`config.mk`:
```
export PLATFORM = sky130hd
export DESIGN_NAME = tt_um_logic_unit_pipe
export DESIGN_NICKNAME = d
export VERILOG_FILES = /design/src/rtl/tt_um_logic_unit_pipe.sv
export SDC_FILE = /design/constraint.sdc
export NUM_CORES = 1
export LEC_CHECK = 0
export BUFFER_PORTS_ARGS = -buffer_cell sky130_fd_sc_hd__clkbuf_2
export CAP_MARGIN = 0
export CORE_MARGIN = 4
export CORE_UTILIZATION = 55
export DETAILED_ROUTE_END_ITERATION = 7
export PLACE_DENSITY = 0.79
export SETUP_SLACK_MARGIN = 0.2
export SYNTH_ARGS = -nofsm -noshare
export SYNTH_HDL_FRONTEND = slang
export SYNTH_SLANG_ARGS = --single-unit
```
`constraint.sdc`:
```
create_clock -name clk -period 2.2 [get_ports clk]
set_input_delay 0.11 -clock clk [delete_from_list [all_inputs] [get_ports clk]]
set_output_delay 0.11 -clock clk [all_outputs]
set_load 0.05 [all_outputs]
```
`src/rtl/tt_um_logic_unit_pipe.sv`:
```
// Two-stage pipelined bitwise gate unit with a chaining accumulator.
// Results leave through a valid/ready stream with zero/ones/parity flags.
module tt_um_logic_unit_pipe #(
  parameter int WIDTH = 8
) (
  input  logic             clk,
  input  logic             rst_n,
  input  logic             in_valid,
  output logic             in_ready,
  input  logic [WIDTH-1:0] in_a,
  input  logic [WIDTH-1:0] in_b,
  input  logic [2:0]       in_op,
  input  logic             in_acc,
  input  logic             acc_clr,
  output logic             out_valid,
  input  logic             out_ready,
  output logic [WIDTH-1:0] out_y,
  output logic             out_zero,
  output logic             out_ones,
  output logic             out_parity,
  output logic [15:0]      out_count
);

  // Handshake: a beat transfers on any rising edge where valid & ready are
  // both high; valid never waits on ready, and a held beat stays stable.
  typedef enum logic [2:0] {
    OP_AND  = 3'd0,
    OP_OR   = 3'd1,
    OP_NOTA = 3'd2,
    OP_NOTB = 3'd3,
    OP_NAND = 3'd4,
    OP_NOR  = 3'd5,
    OP_XOR  = 3'd6,
    OP_XNOR = 3'd7
  } op_e;

  logic [WIDTH-1:0] acc;
  logic [WIDTH-1:0] bop;
  logic [WIDTH-1:0] y;
  logic [WIDTH-1:0] s1_y;
  logic             s1_valid;
  logic             in_fire;
  logic             out_fire;
  logic             s2_free;

  assign s2_free  = ~out_valid | out_ready;
  assign in_ready = ~s1_valid | s2_free;
  assign in_fire  = in_valid & in_ready;
  assign out_fire = out_valid & out_ready;
  assign bop      = in_acc ? acc : in_b;

  always_comb begin
    y = '0;
    unique case (op_e'(in_op))
      OP_AND:  y = in_a & bop;
      OP_OR:   y = in_a | bop;
      OP_NOTA: y = ~in_a;
      OP_NOTB: y = ~bop;
      OP_NAND: y = ~(in_a & bop);
      OP_NOR:  y = ~(in_a | bop);
      OP_XOR:  y = in_a ^ bop;
      OP_XNOR: y = ~(in_a ^ bop);
      default: y = '0;
    endcase
  end

  // Clear wins over the load of the coinciding beat's result.
  always_ff @(posedge clk or negedge rst_n) begin
    if (!rst_n) begin
      acc <= '0;
    end else if (acc_clr) begin
      acc <= '0;
    end else if (in_fire) begin
      acc <= y;
    end
  end

  always_ff @(posedge clk or negedge rst_n) begin
    if (!rst_n) begin
      s1_valid <= 1'b0;
      s1_y     <= '0;
    end else if (in_fire) begin
      s1_valid <= 1'b1;
      s1_y     <= y;
    end else if (s2_free) begin
      s1_valid <= 1'b0;
    end
  end

  // S2 only moves when the consumer side is free, so a stall freezes it.
  always_ff @(posedge clk or negedge rst_n) begin
    if (!rst_n) begin
      out_valid  <= 1'b0;
      out_y      <= '0;
      out_zero   <= 1'b0;
      out_ones   <= 1'b0;
      out_parity <= 1'b0;
    end else if (s2_free) begin
      out_valid <= s1_valid;
      if (s1_valid) begin
        out_y      <= s1_y;
        out_zero   <= (s1_y == '0);
        out_ones   <= (s1_y == '1);
        out_parity <= ^s1_y;
      end
    end
  end

  always_ff @(posedge clk or negedge rst_n) begin
    if (!rst_n) begin
      out_count <= '0;
    end else if (out_fire) begin
      out_count <= out_count + 16'd1;
    end
  end

endmodule

```
# Word-level counts from Yosys, hierarchy flattened

Cells that the tools add are included.
Widths: inputs -> output; s select.

Bitwise operators: 14
Eq/ne operators: 8
Multiplexer cells: 6
Reduce and logical (&&, ||, !) cells: 6
$add $sub $neg: 1

Operators by type and width:

| kind                  | number |
|---|---|
| $pmux 8 s8            | 1 |
| $not 8->8             | 5 |
| $mux 8                | 3 |
| $add 16x1->16 const B | 1 |
| $eq 3x3->1 const B    | 4 |
| $and 8x8->8           | 1 |
| $eq 8x8->1 const B    | 1 |
| $logic_not 8->1       | 1 |
| $or 8x8->8            | 1 |
| $reduce_xor 8->1      | 1 |
| $xor 8x8->8           | 1 |
| $eq 3x2->1 const B    | 2 |
| $reduce_bool 2->1     | 2 |
| $eq 3x1->1 const B    | 1 |
| $logic_not 3->1       | 1 |
| $and 1x1->1           | 2 |
| $mux 1                | 2 |
| $not 1->1             | 2 |
| $or 1x1->1            | 2 |
| $reduce_and 2->1      | 1 |

Register bits: 45
Output and inout bits: 29
Logic and storage cells: 44
Input port bits: 25

# Depth between registers and ports, before layout

Gate-level depths: netlist (run 1).

Depth after elaboration: 6
Depth in mapped cells: 8

# Worst setup path after synthesis (run 1)

No wires, ideal clock.

Path type: register to register
Start: register out_valid
End: register acc[3]
Arrival: 1653 ps
Slack: 415 ps
Cell stages (with the launch flop): 8
Period minus slack after synthesis: 1785 ps
Library setup time: 132 ps
Cells stage by stage: dfrtp_1 and3b_1 buf_6 inv_4 nand2_4 buf_6 a221oi_2 nor3_1

Word-level cells in the longest chain between the ends: 5

RTL lines:

| element                            | RTL line | RTL |
|---|---|---|
| start, declared                    | 15       | `output logic out_valid,` |
| start signal, assigned             | 99       | `out_valid <= s1_valid;` |
| $not 1->1                          | 46       | `assign s2_free = ~out_valid \| out_ready;` |
| $or 1x1->1                         | 46       |  |
| $or 1x1->1                         | 47       | `assign in_ready = ~s1_valid \| s2_free;` |
| via in_ready                       | 9        | `output logic in_ready,` |
| $and 1x1->1                        | 48       | `assign in_fire = in_valid & in_ready;` |
| $reduce_bool 2->1 (no source line) | --       |  |
| end signal, assigned               | 74       | `acc <= y;` |
| end, declared                      | 37       | `logic [WIDTH-1:0] acc;` |

The timed path passes the listed nets, and every way through them passes these cells.
A chain may end at the register's enable or synchronous reset.

# Worst setup path in the final report (run 1)

Start: register acc[4]
End: register s1_y[4]

Word-level cells in the longest chain between the ends: 4

RTL lines:

| element                             | RTL line   | RTL |
|---|---|---|
| $mux 8 (*)                          | 50         | `assign bop = in_acc ? acc : in_b;` |
| $xor 8x8->8 (tied with other cells) | 61, 62     |  |
| $not 8->8 (on tied branches)        | 62, 59, 60 |  |
| $pmux 8 s8 (*)                      | 54         | `unique case (op_e'(in_op))` |
| end signal, assigned                | 84         | `s1_y <= y;` |
| end, declared                       | 40         | `logic [WIDTH-1:0] s1_y;` |

Every way passes the cells marked *; elsewhere a longest branch is shown, timed or not.

==> out/results.txt, run 1 <==
Commonest non-fill, non-tap cell in the layout - clkbuf_2
Vias - 2513
Hold path startpoint - out_ready
CP max stage cell - dfrtp_1
Worst EP required - 2.37 ns
Layout Area Growth over Synthesis - 13.4%
Most frequent cells in the layout - clkbuf_2 (53), dfrtp_1 (45), nand2_1 (29)
RSZ-0062 raised after global routing - false
Outcome - finished clean
Dpl hpwl - 4.80 mm
Pwr dens - 829 nW/um^2
IO Count - 54
Number of synthesized flops with an enable pin - 0
Layout cells sized above 1 - 24.2%
Final setup violation count - 0
Die X - 82.1 um
Max Cap Violations - 0
Post-synthesis cell area - 3020 sq um
CTS H-tree depth - 2
Largest net degree at the start of global routing - 46
Sequential Area - 1130 sq um
Clk sink count - 45
Fmax - 554 MHz
CTS tree - done
Syn Nets - 377
Core Box Area - 5200 sq um
Critical Path Sink Type - register
Drt pass-1 iters - 5
WP depth - 6
Least-Margin Pin Slew - 0.577 ns
Avg Synthesized Cell Area - 9.24 sq um
Post-synthesis sequential area ratio - 37.3%
Root Buffer - clkbuf_8
Nets - 426
Buf/Inv on CP - 0
Kind of critical path - reg2reg
Hold Vio Cnt, Final - 0
Final ANT Viol Nets - 0
Routed WL per cell - 14.5 um
Synth async-reset ratio - 100%
DRT Wirelength - 6.47 mm
CTS clk-pin slew, worst paths - 0.08 ns
Number of global-route vias before repair - 2426
Max Clock Skew - 0.00622 ns
DIE AREA - 6750 sq um
Mapped Cells - 327
Post-synth top flop - dfrtp_1
Sum Neg Setup Slack - 0 ns
CP max FO - 3
Final core occ - 65.9%
Vias per cell - 5.63
First-pass GRT wire length - 10.7 mm
DRC viols - 0
Die Height - 82.1 um
ANT cells - 0
R2r setup slk - 0.39 ns
Hold path cells - 3
Post-CTS setup buffer count - 0
Crit-path cells - mux2_2, ha_1, nor4_1, nor3_1, a22oi_1, o31ai_1
Fill count - 468
DRT iter0 DRCs - 97
Worst r2r src - acc[4]
Distinct cells, synth - 42
Initial antenna violation count - 0
Max_slew headroom - 61.5%
Worst vdd ir - 0.000417 V
Fin crit period - 1.81 ns
Leakage - 1.66 nW
Worst reg2reg path depth - 6
Grt total ovfl - 0
Worst slack, placed - 0.384 ns
CP max stage delay - 0.41 ns
Initial Util - 58.1%
Hold worst-path end - out_valid
Crit path DAT - 1.98 ns
IO Port Bufs - 53
Slew Viols, Final - 0
Multi-input logic area - 1690 sq um
Top Family by Delay on Critical Path - simple AND/OR/NAND/NOR gates
CTS max path bufs - 2
Fin crit share - 82.1%
Clk_lat worst skew - 0.30 ns
Worst min path class - in2reg
Type of origin of the critical path - register
GRT Resource Usage Total - 20.2%
Yosys reg bits - 45
Site Rows - 26
Num CTS Buffers - 5
Worst setup margin - 0.393 ns
RR Endpoint - s1_y[4]
Global placement routability congestion - 0.821
Yosys warns - 0
==> routing by layer <==
layer / up-vias / wire, um / global-route usage [%]
li1: 1245 / - / -
met1: 1177 / 2980 / 25.7
met2: 81 / 3080 / 35.2
met3: 10 / 312 / 2.39
met4: 0 / 102 / 7.64
met5: - / 0 / 0
==> area by class of cell <==
cell class	count	area share, %
clock inverters	2	1.02
repair buffers	59	9.12
inverters	27	3.03
clock buffers	5	2.01
well taps	70	2.55
multi-input cells	238	49.4
flip-flops and latches	45	32.8
==> worst reg2reg max path, stage by stage, from the launching register on <==
cell     delay, ns
dfrtp_1       0.41
mux2_2        0.30
ha_1          0.19
nor4_1        0.40
nor3_1        0.11
a22oi_1       0.17
o31ai_1       0.09
==> power by group <==
| group | switching (mW) | internal (mW) | total (mW) |
|---|---|---|---|
| logic | 0.756 | 0.361 | 1.12 |
| registers | 0.141 | 0.973 | 1.11 |
| clock network | 0.280 | 0.330 | 0.611 |
==> state kept, by name (all words and copies together), names as in the netlist <==
| register | cells |
|---|---|
| out_ones | 1 |
| s1_y | 8 |
| s1_valid | 1 |
| out_valid | 1 |
| acc | 8 |
| out_y | 8 |
| out_parity | 1 |
| out_count | 16 |
| out_zero | 1 |
==> worst max path at each step <==
stage               from       to  slack (ns)
6_report          acc[4]  s1_y[4]        0.39
5_1_grt           acc[4]  s1_y[4]        0.25
4_1_cts           acc[4]  s1_y[4]        0.42
3_5_place_dp      in_acc   acc[4]        0.38
3_3_place_gp      in_acc  s1_y[4]        0.46
2_1_floorplan  out_valid   acc[3]        0.42
==> Yosys cell counts (4+ instances only) <==
| library cell | n | share of area, % |
|---|---|---|
| or2_2 | 9 | 1.9 |
| o21ai_0 | 19 | 3.1 |
| nor3_1 | 15 | 2.5 |
| o22ai_1 | 7 | 1.4 |
| xnor2_1 | 21 | 6.1 |
| nand2_1 | 29 | 3.6 |
| a221oi_1 | 5 | 1.4 |
| nor2b_1 | 14 | 2.9 |
| nand3_1 | 13 | 2.2 |
| nor4_1 | 8 | 1.7 |
| a2bb2oi_1 | 7 | 2.0 |
| buf_2 | 7 | 1.2 |
| mux2_2 | 9 | 3.4 |
| nor2_1 | 5 | 0.62 |
| nand4_1 | 4 | 0.83 |
| xor2_1 | 4 | 1.2 |
| ha_1 | 25 | 10 |
| a22oi_1 | 8 | 2.0 |
| inv_1 | 25 | 3.1 |
| a21oi_1 | 18 | 3.0 |
| dfrtp_1 | 45 | 37 |
==> stage by stage <==
step | std cells | instance area, sq um | power, mW | hold WS, ns
5_1_grt | 446 | 3430 | 3.00 | 0.153
6_report | 446 | 3430 | 2.84 | 0.155
2_1_floorplan | 327 | 3020 | 1.98 | -0.186
3_5_place_dp | 438 | 3310 | 2.26 | 0.229
4_1_cts | 446 | 3430 | 2.86 | 0.146
3_3_place_gp | 438 | 3310 | 2.22 | 0.230
==> timing repair <==
| action | 4_1_cts | 5_1_grt |
|---|---|---|
| endpoints found under the hold margin | 45 | 0 |
| hold buffers | 1 | 0 |
| resized for setup | 0 | 0 |
==> kinds of logic after synthesis <==
group                    after synthesis  synth area share [%]
buffers and inverters                 44                  6.71
AO/OA/AOI/OAI                         70                  15.0
adder cells (fa/ha/maj)               25                  10.3
flip-flops                            45                  37.3
XOR/XNOR                              25                  7.24
AND/OR/NAND/NOR                      109                  20.1
multiplexers                           9                  3.35
Note: power is estimated with default switching activity, not from simulation.
==> run 2: changes to the inputs <==
==> constraint.sdc (replaced) <==
create_clock -name clk -period 1.7 [get_ports clk]
set_input_delay 0.085 -clock clk [delete_from_list [all_inputs] [get_ports clk]]
set_output_delay 0.085 -clock clk [all_outputs]
set_load 0.05 [all_outputs]
==> run 2 against run 1 <==
Sequential cell count unchanged; routed wire length up 19%; clock power up 32%; sequential share of layout area down 4.6 points; die area unchanged; critical endpoint unchanged; clock skew up 0.0031 ns; largest power group unchanged; count of clock-buffer cells in the layout up 1.
==> out/results.txt, run 2 (same netlist as run 1, synthesis figures left out) <==
Max_slew headroom - 62.0% (+0.54 points)
DRT Wirelength - 7.71 mm (+19%)
Global placement routability congestion - 0.817 (-0.50%)
Slew Viols, Final - 0 (unchanged)
Final core occ - 77.4% (+12 points)
Hold path cells - 2 (-1)
Kind of critical path - reg2reg
GRT Resource Usage Total - 23.4% (+3.2 points)
Type of origin of the critical path - register
Leakage - 1.85 nW (+12%)
Nets - 444 (+4.2%)
DIE AREA - 6750 sq um (unchanged)
Post-DP Area - 3570 sq um (+7.7%)
Sw frac - 41.6% (+0.18 points)
Clock network power share - 20.1% (-1.4 points)
Worst EP required - 1.89 ns (-0.48 ns)
DRT iter0 DRCs - 75 (-23%)
Critical Path Sink Type - register
DRC viols - 0 (unchanged)
Clk_lat worst skew - 0.30 ns (about the same)
Largest net degree at the start of global routing - 46 (unchanged)
Hold worst-path end - acc[4]
CTS H-tree depth - 2 (unchanged)
Drt pass-1 iters - 4 (-1)
Crit-path cells - mux2_4, ha_4, or2_4, a21oi_2, o32ai_2, o31ai_1
Buf/Inv on CP - 0 (unchanged)
CP max stage delay - 0.40 ns (about the same)
Initial Util - 58.1% (unchanged)
Largest register FFs - 16 (unchanged)
Vias per cell - 5.74 (+1.8%)
Layout Cells excl Fill - 465 (+4.3%)
CTS tree - done
Final setup violation count - 0 (unchanged)
Number of global-route vias before repair - 2605 (+7.4%)
Worst reg2reg path depth - 6 (unchanged)
Fin crit period - 1.65 ns (-0.161 ns)
Grt total ovfl - 0 (unchanged)
Most frequent cells in the layout - clkbuf_2 (52), dfrtp_1 (34), nand2_1 (28)
Max Clock Skew - 0.00935 ns (+0.00313 ns)
Sequential share of power - 36.6% (-2.6 points)
Pwr dens - 994 nW/um^2 (+20%)
Clk sink count - 45 (unchanged)
Site Rows - 26 (unchanged)
CTS clk-pin slew, worst paths - 0.08 ns (about the same)
Reg with most FFs - out_count
Vias - 2668 (+6.2%)
Die Height - 82.1 um (unchanged)
Die X - 82.1 um (unchanged)
IO Count - 54 (unchanged)
Design area - 4030 sq um (+18%)
Top Family by Delay on Critical Path - compound AO/OA/AOI/OAI gates
Worst min path class - in2reg
Dpl hpwl - 5.09 mm (+6.0%)
Hold WS - 0.144 ns (-0.0117 ns)
Routed WL per cell - 16.6 um (+14%)
Root Buffer - clkbuf_8
Num CTS Buffers - 5 (unchanged)
Hold path startpoint - acc_clr
Initial antenna violation count - 0 (unchanged)
Sum Neg Setup Slack - 0 ns (unchanged)
RR Endpoint - s1_y[4]
Final ANT Viol Nets - 0 (unchanged)
Number of cells after detailed placement - 444 (+1.4%)
CP max stage cell - dfrtp_1
IO Port Bufs - 53 (unchanged)
Max Cap Violations - 0 (unchanged)
ANT cells - 0 (unchanged)
Least-Margin Pin Slew - 0.569 ns (-0.00803 ns)
RSZ-0062 raised after global routing - true
R2r setup slk - 0.05 ns (-0.34 ns)
Worst r2r src - acc[4]
Commonest non-fill, non-tap cell in the layout - clkbuf_2
Fmax - 608 MHz (+9.8%)
Part of the power in combinational logic - 43.2% (+3.9 points)
Crit path DAT - 1.84 ns (-0.14 ns)
Fin crit share - 96.8% (+15 points)
CP max FO - 3 (unchanged)
Layout cells sized above 1 - 44.8% (+21 points)
Layout Area Growth over Synthesis - 33.3%
Core Box Area - 5200 sq um (unchanged)
Hold Vio Cnt, Final - 0 (unchanged)
Switching pwr - 1.67 mW (+42%)
Int Pwr - 2.34 mW (+40%)
First-pass GRT wire length - 12.1 mm (+13%)
CTS max path bufs - 2 (unchanged)
Worst vdd ir - 0.000576 V (+38%)
Outcome - finished clean
-- run 2: changes by cell type in the layout (fill, tap and decap cells not counted), sizes merged --
| cell | before | now |
|---|---|---|
| clkbuf | 58 | 59 |
| buf | 5 | 23 |
-- run 2: worst max-delay path by stage --
stage                         start      end  slack (ns)  cells past startpoint
after floorplan           out_valid   acc[3]        0.12                      7
after global placement       in_acc   acc[5]        0.01                      8
after detailed placement     in_acc   acc[3]       -0.06                      8
after CTS                    acc[4]  s1_y[4]        0.05                      6
after global routing         acc[0]   acc[0]       -0.05                      6
final                        acc[4]  s1_y[4]        0.05                      6
-- run 2: repair_timing --
action	CTS	global route
gates resized for setup	34	17
hold endpoints to repair	45	0
setup buffers	7	5
setup endpoints to repair	16	26
hold buffers	1	0
pin swaps	14	12
-- run 2: area by class of cell --
| cell class | count | area, sq um |
|---|---|---|
| fillers | 346 | 1170 |
| clock buffers | 6 | 72.6 |
| multi-input cells | 238 | 2110 |
| clock inverters | 2 | 35.0 |
| repair buffers | 77 | 467 |
| flip-flops and latches | 45 | 1140 |
| inverters | 27 | 119 |
| well taps | 70 | 87.6 |
-- run 2: layer usage --
metal  routed length, um  track usage, %
met1                3190            28.6
met2                3960            42.2
met3                 480            2.06
met5                   0               0
met4                  79            9.80
-- run 2: power groups by stage --
stage          Combinational, mW  Clock, mW  Sequential [mW]
2_1_floorplan              0.740          0             1.92
3_3_place_gp                1.51          0             1.48
3_5_place_dp                1.55          0             1.49
4_1_cts                     1.67      0.819             1.46
5_1_grt                     1.86      0.862             1.50
6_report                    1.73      0.806             1.47
-- run 2: per-stage QoR --
step                power, mW  worst slack (ns)
CTS                      3.95            0.0524
global placement         2.99            0.0122
global route             4.22           -0.0509
detailed placement       3.04           -0.0599
floorplan                2.66             0.121
finish                   4.01            0.0548
-- run 2: worst reg2reg max path, stage by stage, from the launching register on --
cell,delay [ns]
dfrtp_1,0.40
mux2_4,0.30
ha_4,0.18
or2_4,0.24
a21oi_2,0.12
o32ai_2,0.09
o31ai_1,0.22
